**config.mk**
```make
export PLATFORM = sky130hd
export DESIGN_NAME = serial_byte_tx
export DESIGN_NICKNAME = d
export VERILOG_FILES = /design/src/rtl/serial_byte_tx.sv
export SDC_FILE = /design/constraint.sdc
export NUM_CORES = 1
export LEC_CHECK = 0
export ABC_AREA = 1
export CAP_MARGIN = 30
export CORE_MARGIN = 3
export CORE_UTILIZATION = 35
export DETAILED_ROUTE_END_ITERATION = 10
export GPL_ROUTABILITY_DRIVEN = 0
export SLEW_MARGIN = 20
export SYNTH_ARGS = -nofsm -noshare
export SYNTH_HDL_FRONTEND = slang
export SYNTH_SLANG_ARGS = --single-unit
export TNS_END_PERCENT = 20
```
**constraint.sdc**
```tcl
create_clock -name Clk -period 2.18 [get_ports Clk]
set_input_delay 0.436 -clock Clk [delete_from_list [all_inputs] [get_ports Clk]]
set_output_delay 0.436 -clock Clk [all_outputs]
set_load 0.01 [all_outputs]
```
**src/rtl/serial_byte_tx.sv**
```systemverilog
`default_nettype none
// ============================================================================
//  Module   : serial_byte_tx
//  Purpose  : Byte-to-serial transmitter. Sends a frame of start bit (0),
//             8 data bits (LSB- or MSB-first), optional even parity bit and
//             stop bit (1). Each bit lasts CLKS_PER_BIT clocks. A one-cycle
//             shift_mode strobe on the last cycle of every data bit lets a
//             downstream modal shift register rebuild the byte from Ser.
//  Ports    : Clk        - clock, all logic on rising edge
//             Rst        - synchronous active-high reset
//             D          - byte to send, captured on accept
//             valid      - D/msb_first present, held until accepted
//             msb_first  - 0 = LSB first, 1 = MSB first
//             ready      - block can accept a byte this cycle (IDLE)
//             Ser        - registered serial line, idles high
//             shift_mode - 001 shift right (Ser->bit7), 010 shift left
//                          (Ser->bit0), 000 hold
//             busy       - frame in progress
//             done       - one-cycle pulse in the first IDLE cycle after STOP
//  Revision : 1.0 - initial release
// ============================================================================
module serial_byte_tx #(
    parameter int CLKS_PER_BIT = 4,
    parameter int PARITY_EN    = 1
) (
    input  logic       Clk,
    input  logic       Rst,
    input  logic [7:0] D,
    input  logic       valid,
    input  logic       msb_first,
    output logic       ready,
    output logic       Ser,
    output logic [2:0] shift_mode,
    output logic       busy,
    output logic       done
);

    typedef enum logic [2:0] {
        S_IDLE   = 3'd0,
        S_START  = 3'd1,
        S_DATA   = 3'd2,
        S_PARITY = 3'd3,
        S_STOP   = 3'd4
    } state_t;

    // Bit-period counter counts down from this value to 0.
    localparam logic [7:0] C_RELOAD = 8'(CLKS_PER_BIT - 1);

    state_t     state_q, state_d;
    logic [7:0] cnt_q, cnt_d;
    logic [2:0] idx_q, idx_d;
    logic [7:0] data_q, data_d;
    logic       msbf_q, msbf_d;
    logic       par_q, par_d;
    logic       ser_q, ser_d;
    logic [2:0] mode_q, mode_d;
    logic       done_q, done_d;

    always_comb begin
        state_d = state_q;
        cnt_d   = cnt_q;
        idx_d   = idx_q;
        data_d  = data_q;
        msbf_d  = msbf_q;
        par_d   = par_q;
        done_d  = 1'b0;

        case (state_q)
            S_IDLE: begin
                // ready is high in IDLE, so valid alone means accept.
                if (valid) begin
                    data_d  = D;
                    msbf_d  = msb_first;
                    par_d   = ^D;
                    state_d = S_START;
                    cnt_d   = C_RELOAD;
                    idx_d   = 3'd0;
                end
            end
            S_START: begin
                if (cnt_q == 8'd0) begin
                    state_d = S_DATA;
                    cnt_d   = C_RELOAD;
                    idx_d   = 3'd0;
                end else begin
                    cnt_d = cnt_q - 8'd1;
                end
            end
            S_DATA: begin
                if (cnt_q == 8'd0) begin
                    cnt_d = C_RELOAD;
                    if (idx_q == 3'd7) begin
                        state_d = (PARITY_EN != 0) ? S_PARITY : S_STOP;
                    end else begin
                        idx_d = idx_q + 3'd1;
                    end
                end else begin
                    cnt_d = cnt_q - 8'd1;
                end
            end
            S_PARITY: begin
                if (cnt_q == 8'd0) begin
                    state_d = S_STOP;
                    cnt_d   = C_RELOAD;
                end else begin
                    cnt_d = cnt_q - 8'd1;
                end
            end
            S_STOP: begin
                if (cnt_q == 8'd0) begin
                    state_d = S_IDLE;
                    done_d  = 1'b1;
                end else begin
                    cnt_d = cnt_q - 8'd1;
                end
            end
            default: begin
                state_d = S_IDLE;
            end
        endcase

        // Outputs are computed from next-state values so the registered
        // Ser/shift_mode line up with the state they describe.
        case (state_d)
            S_START:  ser_d = 1'b0;
            S_DATA:   ser_d = msbf_d ? data_d[3'd7 - idx_d] : data_d[idx_d];
            S_PARITY: ser_d = par_d;
            default:  ser_d = 1'b1;
        endcase

        // Strobe on the final cycle of each data bit period.
        if ((state_d == S_DATA) && (cnt_d == 8'd0)) begin
            mode_d = msbf_d ? 3'b010 : 3'b001;
        end else begin
            mode_d = 3'b000;
        end
    end

    always_ff @(posedge Clk) begin
        if (Rst) begin
            state_q <= S_IDLE;
            cnt_q   <= 8'd0;
            idx_q   <= 3'd0;
            data_q  <= 8'd0;
            msbf_q  <= 1'b0;
            par_q   <= 1'b0;
            ser_q   <= 1'b1;
            mode_q  <= 3'b000;
            done_q  <= 1'b0;
        end else begin
            state_q <= state_d;
            cnt_q   <= cnt_d;
            idx_q   <= idx_d;
            data_q  <= data_d;
            msbf_q  <= msbf_d;
            par_q   <= par_d;
            ser_q   <= ser_d;
            mode_q  <= mode_d;
            done_q  <= done_d;
        end
    end

    assign ready      = (state_q == S_IDLE);
    assign busy       = (state_q != S_IDLE);
    assign Ser        = ser_q;
    assign shift_mode = mode_q;
    assign done       = done_q;

endmodule
`default_nettype wire
```
== Word-level counts from Yosys, hierarchy flattened ==
Index checks and enable logic that the tools add are counted.

* Register bits after elaboration: 29
* Bits in latches: 0
* Bits in writable memories: 0
* ROM bits: 0
* Input port bits: 12
* Output and inout bits: 7
* Logic and storage cells: 63
* Memories kept: 0

* Add/subtract/negate cells: 3
* Multipliers: 0
* Divide/modulo/power cells: 0
* $lt $le $gt $ge: 2
* Equality and inequality tests: 8
* Shift operators: 0
* Muxes and demuxes: 30
* Bitwise logic cells: 2
* Reduce and logical (&&, ||, !) cells: 9

{| class="wikitable"
|+ Operators with widths
! kind !! count
|-
| $mux 8 || 5
|-
| $mux 3 || 10
|-
| $pmux 8 s3 || 1
|-
| $logic_not 8->1 || 2
|-
| $pmux 3 s5 || 1
|-
| $eq 3x2->1 const B || 4
|-
| $pmux 3 s3 || 1
|-
| $lt 3x4->1 const B || 2
|-
| $mux 1 || 8
|-
| $reduce_xor 8->1 || 1
|-
| $sub 8x1->8 const B || 1
|-
| $bmux 1 s3 || 2
|-
| $eq 3x1->1 const B || 2
|-
| $eq 3x3->1 const B || 2
|-
| $reduce_or 2->1 || 2
|-
| $add 3x1->3 const B || 1
|-
| $logic_not 3->1 || 1
|-
| $pmux 1 s3 || 1
|-
| $reduce_bool 3->1 || 1
|-
| $reduce_or 3->1 || 1
|-
| $sub 3x3->3 const A || 1
|-
| $mux 2 || 1
|-
| $not 1->1 || 2
|-
| $logic_and 1x1->1 || 1
|}

== Depth between registers and ports, before layout ==
* Word-level depth: 9
* Depth in mapped cells: 15
* Gate-level depth less buffers: 15

== Worst setup path before layout ==
No wires, ideal clock.

* Path type: reg-to-reg
* Start: register cnt_q[0]
* End: register mode_q[1] (netlist: shift_mode[1])
* Library setup time: 0.065 ns
* Data arrival time: 1.675 ns
* Data required time: 2.115 ns
* Path slack: 0.440 ns
* Cell stages (with the launch flop): 13
* Path buffers: 0
* Clock period less this slack: 1.740 ns
* Cell sequence: dfxtp_1 -> inv_1 -> ha_1 -> nand2_1 -> nor2_2 -> inv_2 -> ha_1 -> a21oi_1 -> o22a_1 -> nand3_1 -> nor2_1 -> nand3_1 -> nor2_1

* Longest elaborated chain between the ends: 7
* Elaborated cells on any way between the ends: 16
* Those cells by class: add/sub: 1; eq/ne: 1; mux: 9; bitwise: 1; reduce/logical: 4

{| class="wikitable"
|+ RTL lines
! element !! line !! RTL
|-
| start, declared || 50 || <nowiki>logic [7:0] cnt_q, cnt_d;</nowiki>
|-
| start signal, assigned || 152 || <nowiki>cnt_q <= cnt_d;</nowiki>
|-
| $sub 8x1->8 / $logic_not 8->1 (equally long branches) || - ||
|-
| $mux 8, or another cell as far along || 110 || <nowiki>if (cnt_q == 8'd0) begin</nowiki>
|-
| $pmux 8 s3 / $pmux 3 s5 (equally long branches) || 68 || <nowiki>case (state_q)</nowiki>
|-
| $logic_not 8->1 / $eq 3x2->1 (equally long branches) || 132 || <nowiki>if ((state_d == S_DATA) && (cnt_d == 8'd0)) begin</nowiki>
|-
| $logic_and 1x1->1 (*) || 132 ||
|-
| $not 1->1 (no line) (*) || - ||
|-
| $reduce_or 2->1 (no line) (*) || - ||
|-
| end signal, assigned || 158 || <nowiki>mode_q <= mode_d;</nowiki>
|-
| end, declared || 56 || <nowiki>logic [2:0] mode_q, mode_d;</nowiki>
|}

Mark *: on every way between the ends. The rest lies on a longest branch, timed or not.
A chain may end at the register's enable or synchronous reset.

== Worst setup path after layout ==
* Start: register state_q[0]
* End: output ready

* Longest elaborated chain between the ends: 1

{| class="wikitable"
|+ RTL lines
! element !! line !! RTL
|-
| start, declared || 49 || <nowiki>state_t state_q, state_d;</nowiki>
|-
| start signal, assigned || 151 || <nowiki>state_q <= state_d;</nowiki>
|-
| $logic_not 3->1 || 163 || <nowiki>assign ready = (state_q == S_IDLE);</nowiki>
|-
| end, declared || 31 || <nowiki>output logic ready,</nowiki>
|}

No other way between the ends.

==> flow_results.xml <==
<?xml version="1.0" encoding="UTF-8"?>
<metrics>
  <group name="setup_path">
    <metric name="rr_startpoint" unit="">cnt_q[7]</metric>
    <metric name="worstPathBufferInverterCount" unit="">2</metric>
    <metric name="worstPathMaxFanout" unit="">5</metric>
    <metric name="worst_setup_path_end_kind" unit="">output port</metric>
    <metric name="r2r_cells" unit="">14</metric>
    <metric name="cp-start-kind" unit="">register</metric>
    <metric name="timing_worst_setup_path_type" unit="">reg2out</metric>
    <metric name="critical-path-top-delay-family" unit="">buffers and inverters</metric>
    <metric name="worst_path_max_delay_cell" unit="">sky130_fd_sc_hd__clkdlybuf4s50_1</metric>
    <metric name="ff2ff_setup_slack" unit="ps">330</metric>
    <metric name="timing.critical_path.slowest_cell_delay" unit="ps">520</metric>
    <metric name="worst_ep_arrival_time" unit="ps">1530</metric>
    <metric name="path_cells" unit="">nor2_4 -&gt; nand2_4 -&gt; inv_1 -&gt; clkdlybuf4s50_1</metric>
    <metric name="critPathRequiredTime" unit="ps">1740</metric>
    <metric name="worst_r2r_endpoint" unit="">Ser</metric>
    <metric name="worstSetupStartpoint" unit="">state_q[0]</metric>
  </group>
  <group name="worst_hold_path">
    <metric name="min_path_type" unit="">reg2reg</metric>
    <metric name="hold_end" unit="">data_q[0]</metric>
    <metric name="hold_path_depth" unit="">2</metric>
    <metric name="worst_hold_startpoint" unit="">data_q[0]</metric>
  </group>
  <group name="sta">
    <metric name="fin_worst_skew" unit="ps">3.05</metric>
    <metric name="achievable-frequency" unit="GHz">0.508</metric>
    <metric name="final_tns_setup" unit="ps">0</metric>
    <metric name="min_period_over_period" unit="">0.903</metric>
    <metric name="fin_worst_hold_slack" unit="ps">478</metric>
    <metric name="maxSlewViolCount" unit="">0</metric>
    <metric name="hold_violations" unit="">0</metric>
    <metric name="shortest_clock_period_the_worst_path_allows_after_layout" unit="ps">1970</metric>
    <metric name="final_setup_violation_count" unit="">0</metric>
    <metric name="rsz_0062_raised_after_global_routing" unit="">no</metric>
  </group>
  <group name="cells_and_area">
    <metric name="drive_above_1_share" unit="">0.138</metric>
    <metric name="syn2layout_area_growth" unit="%">20.2</metric>
    <metric name="layout_common_cells" unit="">sky130_fd_sc_hd__nand2_1 (53), sky130_fd_sc_hd__inv_1 (36), sky130_fd_sc_hd__nor2_1 (35)</metric>
    <metric name="finalNonFillerCells" unit="">356</metric>
    <metric name="diodes" unit="">0</metric>
    <metric name="filler_cell_count_in_the_final_layout" unit="">496</metric>
    <metric name="leading_cell_type_in_the_layout_fill_and_taps_excluded" unit="">sky130_fd_sc_hd__nand2_1</metric>
    <metric name="finalNetCount" unit="">306</metric>
  </group>
  <group name="logic_synthesis">
    <metric name="yosysWarnings" unit="">0</metric>
    <metric name="yosys-top-cells-area" unit="">sky130_fd_sc_hd__dfxtp_1 (31%), sky130_fd_sc_hd__nand2_1 (11%), sky130_fd_sc_hd__inv_1 (7.5%), sky130_fd_sc_hd__nor2_1 (7.3%), sky130_fd_sc_hd__nand3_1 (5.9%)</metric>
    <metric name="synth_nets" unit="">279</metric>
    <metric name="synth_adder_area_share" unit="">0.0279</metric>
    <metric name="synth_mux_area_frac" unit="">0</metric>
    <metric name="yosysUniqueCellTypes" unit="">36</metric>
    <metric name="synthesis.area_per_instance" unit="um^2">6.82</metric>
    <metric name="synthCells" unit="">263</metric>
    <metric name="synthSimpleGateAreaFrac" unit="">0.380</metric>
    <metric name="synth_top_family_by_area" unit="">simple AND/OR/NAND/NOR gates</metric>
    <metric name="ys_ff_latch" unit="">28</metric>
    <metric name="synth_largest_type_area_fraction" unit="">0.313</metric>
    <metric name="synth_xor_xnor_area_share" unit="">0.0586</metric>
    <metric name="synth_largest_area_cell" unit="">sky130_fd_sc_hd__dfxtp_1</metric>
    <metric name="synth_seq_area_share" unit="">0.313</metric>
    <metric name="synth_compound_gate_area_share" unit="">0.114</metric>
    <metric name="netlist_area" unit="um^2">1790</metric>
  </group>
  <group name="pwr">
    <metric name="switchingPower" unit="mW">0.875</metric>
    <metric name="power.share.switching" unit="">0.409</metric>
    <metric name="pwr-share-comb" unit="">0.506</metric>
    <metric name="p_leak" unit="nW">0.984</metric>
    <metric name="power_frac_clock" unit="">0.193</metric>
    <metric name="ir_drop" unit="mV">0.372</metric>
    <metric name="seq_power_share" unit="">0.300</metric>
    <metric name="cellInternalPower" unit="mW">1.26</metric>
    <metric name="power_density" unit="nW/um^2">991</metric>
  </group>
  <group name="floorplanning">
    <metric name="io_pins" unit="">19</metric>
    <metric name="die_h" unit="um">77.6</metric>
    <metric name="coreArea" unit="um^2">4850</metric>
    <metric name="die_width" unit="um">77.6</metric>
    <metric name="die-area" unit="um^2">6020</metric>
    <metric name="initial_core_util" unit="">0.370</metric>
    <metric name="core.rowCount" unit="">25</metric>
  </group>
  <group name="cts">
    <metric name="worst_setup_hold_path_clk_slew" unit="ps">100</metric>
    <metric name="tritoncts_clock_tree" unit="">yes</metric>
    <metric name="clockRootBuffer" unit="">sky130_fd_sc_hd__clkbuf_8</metric>
    <metric name="cts-hold-fix-buffers" unit="">0</metric>
    <metric name="postCtsSetupRepairBufs" unit="">0</metric>
    <metric name="post_cts.resized_instances" unit="">0</metric>
    <metric name="ctsLongestPathBuffers" unit="">2</metric>
    <metric name="tritoncts.num_buffers" unit="">3</metric>
    <metric name="cts_max_level" unit="">1</metric>
    <metric name="clock_sinks" unit="">28</metric>
    <metric name="clk-insertion-delay-late" unit="ps">270</metric>
  </group>
  <group name="route">
    <metric name="routed_wl" unit="mm">4.02</metric>
    <metric name="wl_cell" unit="um">11.3</metric>
    <metric name="drt_iter0_markers" unit="">109</metric>
    <metric name="postRouteAntennaNets" unit="">0</metric>
    <metric name="post_drt_via_cell_ratio" unit="">4.72</metric>
    <metric name="drc_errors" unit="">0</metric>
    <metric name="dr.pass1.iters" unit="">4</metric>
    <metric name="via_total_after_detailed_routing" unit="">1679</metric>
  </group>
  <group name="placement">
    <metric name="buffer_ports.inserted" unit="">17</metric>
    <metric name="placed_cells" unit="">352</metric>
    <metric name="dpl.hpwl" unit="mm">3.24</metric>
  </group>
  <group name="global_route">
    <metric name="grt_pass1_wl" unit="mm">6.89</metric>
    <metric name="antenna_found_initial" unit="">0</metric>
    <metric name="grt-ovfl-total" unit="">0</metric>
    <metric name="vias_in_the_first_global_route" unit="">1549</metric>
    <metric name="pin_count_of_the_biggest_net_entering_global_routing" unit="">18</metric>
    <metric name="gr_util_all_layers" unit="">0.140</metric>
  </group>
  <group name="job">
    <metric name="maxCapViolCount" unit="">0</metric>
  </group>
  <group name="run_status">
    <metric name="run_status" unit="">completed</metric>
  </group>
</metrics>
==> power by group through the flow <==
stage,sequential [mW],combinational (mW),clock [mW]
after global placement,0.654,1.08,0
after detailed placement,0.654,1.08,0
after floorplan,0.648,0.777,0
after CTS,0.642,1.09,0.423
after global routing,0.649,1.22,0.446
final,0.642,1.08,0.413
==> kinds of logic after synthesis <==
family / Yosys count
DFF: 28
buffers and inverters: 46
adders and majority gates: 4
xor gates and xnor gates: 12
AOI/OAI and AO/OA: 32
and+or+nand+nor: 140
other: 1
==> stage by stage <==
step	power, mW	area [um^2]	worst slack, ps	util
3_5_place_dp	1.73	2080	26.4	0.430
6_report	2.14	2160	211	0.445
5_1_grt	2.31	2160	103	0.445
3_3_place_gp	1.73	2080	38.9	0.430
2_1_floorplan	1.42	1790	440	-
4_1_cts	2.15	2160	208	0.445
==> how the worst max path moves through the flow <==
stage | to | slack [ps] | cells past startpoint
after floorplan | shift_mode[1] | 440 | 12
after global placement | Ser | 40 | 12
after detailed placement | Ser | 30 | 12
after CTS | ready | 210 | 4
after global routing | shift_mode[1] | 100 | 13
final | ready | 210 | 4
==> registers in the layout, summed over array words and instances (netlist names) <==
register and count:
par_q 1, Ser 1, state_q 3, shift_mode 2, data_q 8, msbf_q 1, done 1, cnt_q 8
idx_q 3
==> layout make-up <==
cell class                 count  area, um^2  share of cell area
clock buffer                   3        41.3              0.0192
tap                           67        83.8              0.0389
clock inverter                 1        30.0              0.0139
multi-input combinational    189        1040               0.485
inverter                      42         158              0.0731
timing repair buffer          26         238               0.110
sequential                    28         561               0.260
==> layer usage <==
layer / GRT usage / share of wire / vias to the layer above
met1: 0.196 / 0.52 / 743
met5: 0 / 0 / -
met2: 0.224 / 0.44 / 36
li1: - / - / 898
met3: 0.0209 / 0.041 / 2
met4: 0.0356 / 0.0060 / 0
==> synthesized netlist by cell type (all sizes together) <==
| library cell | count |
|---|---|
| a21oi | 10 |
| a22oi | 2 |
| buf | 2 |
| clkbuf | 2 |
| conb | 1 |
| dfxtp | 28 |
| ha | 4 |
| inv | 42 |
| nand2 | 57 |
| nand3 | 24 |
| nand4 | 10 |
| nor2 | 44 |
| nor3 | 3 |
| nor4 | 1 |
| o211ai | 1 |
| o21a | 1 |
| o21ai | 14 |
| o22a | 2 |
| o22ai | 1 |
| o2bb2ai | 1 |
| or2 | 1 |
| xnor2 | 6 |
| xor2 | 6 |
==> tightest hold or removal path: stages (launching register included) <==
cell                      delay [ps]
sky130_fd_sc_hd__dfxtp_1         310
sky130_fd_sc_hd__nand2_1          70
sky130_fd_sc_hd__a21oi_1          60
Note: power is estimated with default switching activity, not from simulation.
